File: src/rtl/txn_arbiter.sv
// Two-requester round-robin arbiter in front of a shared read/write master.
// Grants one transaction at a time, issues it, and waits for completion or timeout.
module txn_arbiter #(
  parameter int unsigned TIMEOUT = 255
) (
  input  logic        clk,
  input  logic        rst,
  input  logic        req0,
  input  logic        req1,
  input  logic        wr0,
  input  logic        wr1,
  input  logic [15:0] cmd0,
  input  logic [15:0] cmd1,
  input  logic        RVALID,
  input  logic        RREADY,
  input  logic        RLAST,
  input  logic        BVALID,
  input  logic        BREADY,
  output logic        en,
  output logic        en_,
  output logic [15:0] tb_R,
  output logic [15:0] tb_W,
  output logic        gnt0,
  output logic        gnt1,
  output logic        done0,
  output logic        done1,
  output logic        err,
  output logic        busy
);

  typedef enum logic [2:0] {IDLE, GRANT, ISSUE, WAIT, DONE} state_e;

  localparam logic [7:0] CNT_LAST = 8'(TIMEOUT - 1);

  state_e      state_q, state_d;
  logic        owner_q, owner_d;
  logic        last_q, last_d;
  logic        wr_q, wr_d;
  logic        err_flag_q, err_flag_d;
  logic [15:0] cmd_q, cmd_d;
  logic [7:0]  cnt_q, cnt_d;

  logic        winner, complete, expired, active;
  logic        gnt0_d, gnt1_d, en_d, en_w_d, done0_d, done1_d, err_d, busy_d;
  logic [15:0] tb_r_d, tb_w_d;

  // Tie goes to the requester that was not served last; a lone request always wins.
  assign winner   = (req0 && req1) ? ~last_q : req1;
  assign complete = wr_q ? (BVALID && BREADY) : (RVALID && RREADY && RLAST);
  assign expired  = (cnt_q == CNT_LAST);

  always_comb begin
    // NOTE: every variable gets a default first so no path leaves it unassigned (no latch).
    state_d    = state_q;
    owner_d    = owner_q;
    last_d     = last_q;
    wr_d       = wr_q;
    cmd_d      = cmd_q;
    cnt_d      = cnt_q;
    err_flag_d = err_flag_q;
    unique case (state_q)
      IDLE: begin
        if (req0 || req1) begin
          state_d = GRANT;
          owner_d = winner;
          wr_d    = winner ? wr1 : wr0;
          cmd_d   = winner ? cmd1 : cmd0;
        end
      end
      GRANT: state_d = ISSUE;
      ISSUE: begin
        state_d    = WAIT;
        cnt_d      = '0;
        err_flag_d = 1'b0;
      end
      WAIT: begin
        if (complete) begin
          state_d    = DONE;
          err_flag_d = 1'b0;
        end else if (expired) begin
          state_d    = DONE;
          err_flag_d = 1'b1;
        end else begin
          cnt_d = cnt_q + 8'd1;
        end
      end
      DONE: begin
        state_d = IDLE;
        last_d  = owner_q;
      end
      default: state_d = IDLE;
    endcase
  end

  // Outputs are decoded from next-state values so the registered copies line up with state_q.
  always_comb begin
    active  = (state_d == GRANT) || (state_d == ISSUE) || (state_d == WAIT);
    gnt0_d  = active && !owner_d;
    gnt1_d  = active &&  owner_d;
    tb_r_d  = (active && !wr_d) ? cmd_d : 16'h0000;
    tb_w_d  = (active &&  wr_d) ? cmd_d : 16'h0000;
    en_d    = (state_d == ISSUE) && !wr_d;
    en_w_d  = (state_d == ISSUE) &&  wr_d;
    done0_d = (state_d == DONE) && !owner_d;
    done1_d = (state_d == DONE) &&  owner_d;
    err_d   = (state_d == DONE) && err_flag_d;
    busy_d  = (state_d != IDLE);
  end

  // NOTE: sequential state uses non-blocking assignments so all registers update together.
  always_ff @(posedge clk) begin
    if (rst) begin
      state_q    <= IDLE;
      owner_q    <= 1'b0;
      last_q     <= 1'b1;
      wr_q       <= 1'b0;
      cmd_q      <= '0;
      cnt_q      <= '0;
      err_flag_q <= 1'b0;
      gnt0       <= 1'b0;
      gnt1       <= 1'b0;
      tb_R       <= '0;
      tb_W       <= '0;
      en         <= 1'b0;
      en_        <= 1'b0;
      done0      <= 1'b0;
      done1      <= 1'b0;
      err        <= 1'b0;
      busy       <= 1'b0;
    end else begin
      state_q    <= state_d;
      owner_q    <= owner_d;
      last_q     <= last_d;
      wr_q       <= wr_d;
      cmd_q      <= cmd_d;
      cnt_q      <= cnt_d;
      err_flag_q <= err_flag_d;
      gnt0       <= gnt0_d;
      gnt1       <= gnt1_d;
      tb_R       <= tb_r_d;
      tb_W       <= tb_w_d;
      en         <= en_d;
      en_        <= en_w_d;
      done0      <= done0_d;
      done1      <= done1_d;
      err        <= err_d;
      busy       <= busy_d;
    end
  end

endmodule

File: config.mk
export PLATFORM = sky130hd
export DESIGN_NAME = txn_arbiter
export DESIGN_NICKNAME = d
export VERILOG_FILES = /design/src/rtl/txn_arbiter.sv
export SDC_FILE = /design/constraint.sdc
export NUM_CORES = 1
export LEC_CHECK = 0
export CORE_ASPECT_RATIO = 1.75
export CORE_MARGIN = 2
export CORE_UTILIZATION = 38
export CTS_BUF_LIST = sky130_fd_sc_hd__clkbuf_8 sky130_fd_sc_hd__clkbuf_16
export CTS_CLUSTER_DIAMETER = 200
export DETAILED_ROUTE_END_ITERATION = 6
export HOLD_SLACK_MARGIN = 0.03
export PLACE_DENSITY = 0.74
export SLEW_MARGIN = 10
export SYNTH_ARGS = -nofsm -noshare
export SYNTH_HDL_FRONTEND = slang
export SYNTH_SLANG_ARGS = --single-unit
File: constraint.sdc
create_clock -name clk -period 4.05 [get_ports clk]
set_input_delay 1.215 -clock clk [delete_from_list [all_inputs] [get_ports clk]]
set_output_delay 1.215 -clock clk [all_outputs]
set_load 0.02 [all_outputs]
==> key figures <==
Setup path
  – Worst r2r dst: cnt_q[5]$_SDFFE_PP0P_
  – Crit. Startpoint: req0
  – Worst-path fanout max: 18
  – Crit. End Element: flop
  – Crit Path Category: input port to flop
  – Worst reg-to-reg setup slack: 2140 ps
  – FF-to-FF path depth: 6
  – Startpoint Class: input port
  – R2R Path Start: cnt_q[0]$_SDFFE_PP0P_
  – CP arrival: 3030 ps
  – Critical Path RT: 4260 ps
  – Crit path to: cmd_q[10]$_SDFF_PP0_

Die
  – Die area: 7380 um2
  – CORE AREA: 6490 um2
  – Row count: 39
  – Initial Utilization: 39.1%
  – Die width: 65.8 um
  – Chip height: 112 um
  – IO Pins: 83

Pwr
  – Switching pwr: 0.496 mW
  – Clk pwr share: 42.2%
  – Sw Ratio: 25.8%
  – Seq pwr share: 40.2%
  – P_int: 1.42 mW
  – VDD IR max: 0.000286 V
  – PD cells: 516 nW/um2
  – Leakage: 1.40 nW
  – Combinational share of power: 17.6%

STA
  – Fin crit share: 69.7%
  – Max-Slew Margin vs Limit: 65.0%
  – Setup TNS: 0 ps
  – Fin crit period: 2820 ps
  – Fmax: 0.354 GHz
  – Hold_ws: 484 ps
  – Worst Tran Pin Value: 523 ps
  – Final Hold Fails: 0
  – RSZ-0062 raised after global routing: no
  – Final Skew: 7.71 ps
  – Final Setup Violations: 0
  – Slew Limit Fails: 0

Logic synthesis
  – Post-synthesis sequential area ratio: 55.2%
  – Synth Instances: 262
  – Syn nets: 307
  – Ys Warns: 0
  – Mapped Avg Cell Area: 9.69 um2
  – Yosys cell types: 43
  – Seq cells post-synth: 70
  – Post-synth design cell area: 2540 um2

GRT
  – GRT overflow: 0
  – Initial antenna violation count: 0
  – Total GRT Usage: 18.2%
  – First-pass GRT wire length: 9.80 mm
  – Pin count of the biggest net entering global routing: 23
  – Number of global-route vias before repair: 2106

Clock tree
  – CTS tree: built
  – CTS clk-pin slew, worst paths: 60 ps
  – Worst-skew pair later-pin latency: 330 ps
  – Clk buf depth: 2
  – Htree depth: 3
  – Post-CTS Resized: 0
  – Total CTS buffers: 9
  – CTS Hold Bufs: 0
  – Root buf cell: clkbuf_16
  – Post-CTS Setup Bufs: 0
  – # clock sinks: 70

Layout
  – Area grow syn2layout: 46.5%
  – Nets: 390
  – Filler instances: 582
  – Design Area, Final: 3720 um2
  – Share of layout cells above drive strength 1: 10.0%
  – Diode count: 0

Hold path
  – HP Class: flop to flop

Detailed routing
  – DRC Markers: 0
  – Antenna Nets Post-Route: 0
  – Wire length on met3: 404 um
  – Wl on met1: 2.03 mm
  – Metal2 WL: 3.38 mm
  – Drt first pass iters: 4
  – DRT iter0 DRCs: 106
  – Total number of vias: 2115
  – Wirelength per Cell: 14.0 um
  – Highest Signal Layer: met4
  – DR vias/cell: 4.90
  – Drt total wl: 6.03 mm

Placed design
  – Placement Cell Area: 3400 um2
  – Post-DP HPWL: 4.29 mm
  – I/O Buffers: 82
  – Placer congestion estimate: 0.837

Outcome
  – Outcome: finished, final reports clean

Flow run
  – Max-Cap Viols: 0
## worst max-delay path, cell delays in order
cell             delay (ps)
clkdlybuf4s50_1         430
or2_1                   270
nand2_1                 410
buf_4                   310
nor2_1                   80
a21oi_1                 250
nor2_1                   70
## sequential cells by signal (all words and copies together), names as in the netlist, 3 cells and up
name / count
cmd_q: 16
tb_W: 16
cnt_q: 8
tb_R: 16
state_q: 3
## cells in the final DEF (no fill, tap or decap), types with 2 or more instances in the layout
cell             instances
o21ai_0                  6
nand4_1                  3
mux2i_1                 17
inv_1                    2
a21boi_0                 2
and4_1                   2
a21oi_1                 24
ha_1                     2
clkbuf_16                9
nor2_1                  63
dfxtp_1                 70
nor3_1                   6
nor4_1                   3
clkbuf_8                 3
nand2_1                  6
buf_4                    3
nor2_2                   8
nand3_1                  5
or3_1                    4
clkdlybuf4s50_1         82
nand2b_1                 4
## metal layers
| layer | vias to the layer above | global-route usage (%) |
|---|---|---|
| met1 | 971 | 18.0 |
| met3 | 18 | 4.81 |
| met4 | 0 | 11.8 |
| li1 | 1057 | - |
| met2 | 69 | 32.1 |
| met5 | - | 0 |
## Yosys cell counts
cell type,instances,area [um2]
dfxtp_1,70,1400
nor2_1,63,236
a21oi_1,24,120
mux2i_1,17,170
nor2_2,8,50.1
clkbuf_1,6,22.5
nand2_1,6,22.5
nor3_1,6,30.0
o21ai_0,6,30.0
nand3_1,5,25.0
buf_6,4,45.0
nand2b_1,4,25.0
or3_1,4,25.0
nand4_1,3,18.8
nor4_1,3,18.8
a21boi_0,2,15.0
and4_1,2,17.5
buf_2,2,10.0
ha_1,2,25.0
inv_1,2,7.51
a211oi_4,1,20.0
a21boi_2,1,11.3
a21o_1,1,7.51
a22o_1,1,8.76
a311o_1,1,10.0
a31oi_1,1,6.26
and2_1,1,6.26
and2_2,1,7.51
and2b_1,1,7.51
buf_4,1,7.51
nand3_2,1,10.0
nand3_4,1,17.5
nand3b_4,1,20.0
nor3_2,1,10.0
nor3b_1,1,7.51
nor4b_1,1,8.76
o211ai_2,1,12.5
o21a_1,1,7.51
o31ai_1,1,7.51
or2_1,1,6.26
or2b_1,1,7.51
or4_1,1,7.51
xor2_1,1,8.76
## power groups by stage
stage	registers [mW]	clock network (mW)	logic, mW
detailed placement	0.786	0	0.341
floorplan	0.820	0	0.165
finish	0.772	0.810	0.338
global route	0.777	0.853	0.370
CTS	0.773	0.822	0.342
global placement	0.786	0	0.336
## worst min-delay path by stage
stage | cells past startpoint | endpoint | slack, ps | from
4_1_cts | 2 | tb_R[5]$_SDFF_PP0_ | 490 | cmd_q[5]$_SDFF_PP0_
5_1_grt | 2 | cmd_q[15]$_SDFF_PP0_ | 520 | cmd_q[15]$_SDFF_PP0_
3_3_place_gp | 2 | cnt_q[5]$_SDFFE_PP0P_ | 470 | cnt_q[5]$_SDFFE_PP0P_
6_report | 2 | tb_R[5]$_SDFF_PP0_ | 480 | cmd_q[5]$_SDFF_PP0_
3_5_place_dp | 2 | cnt_q[5]$_SDFFE_PP0P_ | 480 | cnt_q[5]$_SDFFE_PP0P_
2_1_floorplan | 2 | cnt_q[5]$_SDFFE_PP0P_ | 450 | cnt_q[5]$_SDFFE_PP0P_
## per-stage QoR
step	setup slack [ps]	utilization [%]	cells	power, mW
floorplan	1570	-	262	0.985
global route	986	57.3	432	2.00
global placement	915	52.4	416	1.12
finish	1230	57.3	432	1.92
detailed placement	872	52.4	416	1.13
CTS	1210	57.3	432	1.94
## final cells by class
| cell class | instances | area (um2) | share of cell area (%) |
|---|---|---|---|
| Tap cell | 82 | 103 | 2.76 |
| Multi-Input combinational cell | 177 | 1050 | 28.1 |
| Timing Repair Buffer | 85 | 843 | 22.7 |
| Sequential cell | 70 | 1400 | 37.7 |
| Clock buffer | 12 | 267 | 7.16 |
| Clock inverter | 4 | 52.6 | 1.41 |
| Inverter | 2 | 7.51 | 0.202 |
## logic make-up after synthesis
kind of cell | count (synthesis) | share of synthesized area [%]
xor gates and xnor gates | 1 | 0.345
DFF | 70 | 55.2
adders and majority gates | 2 | 0.985
and+or+nand+nor | 116 | 23.1
muxes | 17 | 6.70
AOI/OAI and AO/OA | 41 | 10.1
buffers and inverters | 15 | 3.65
Note: power is estimated with default switching activity, not from simulation.
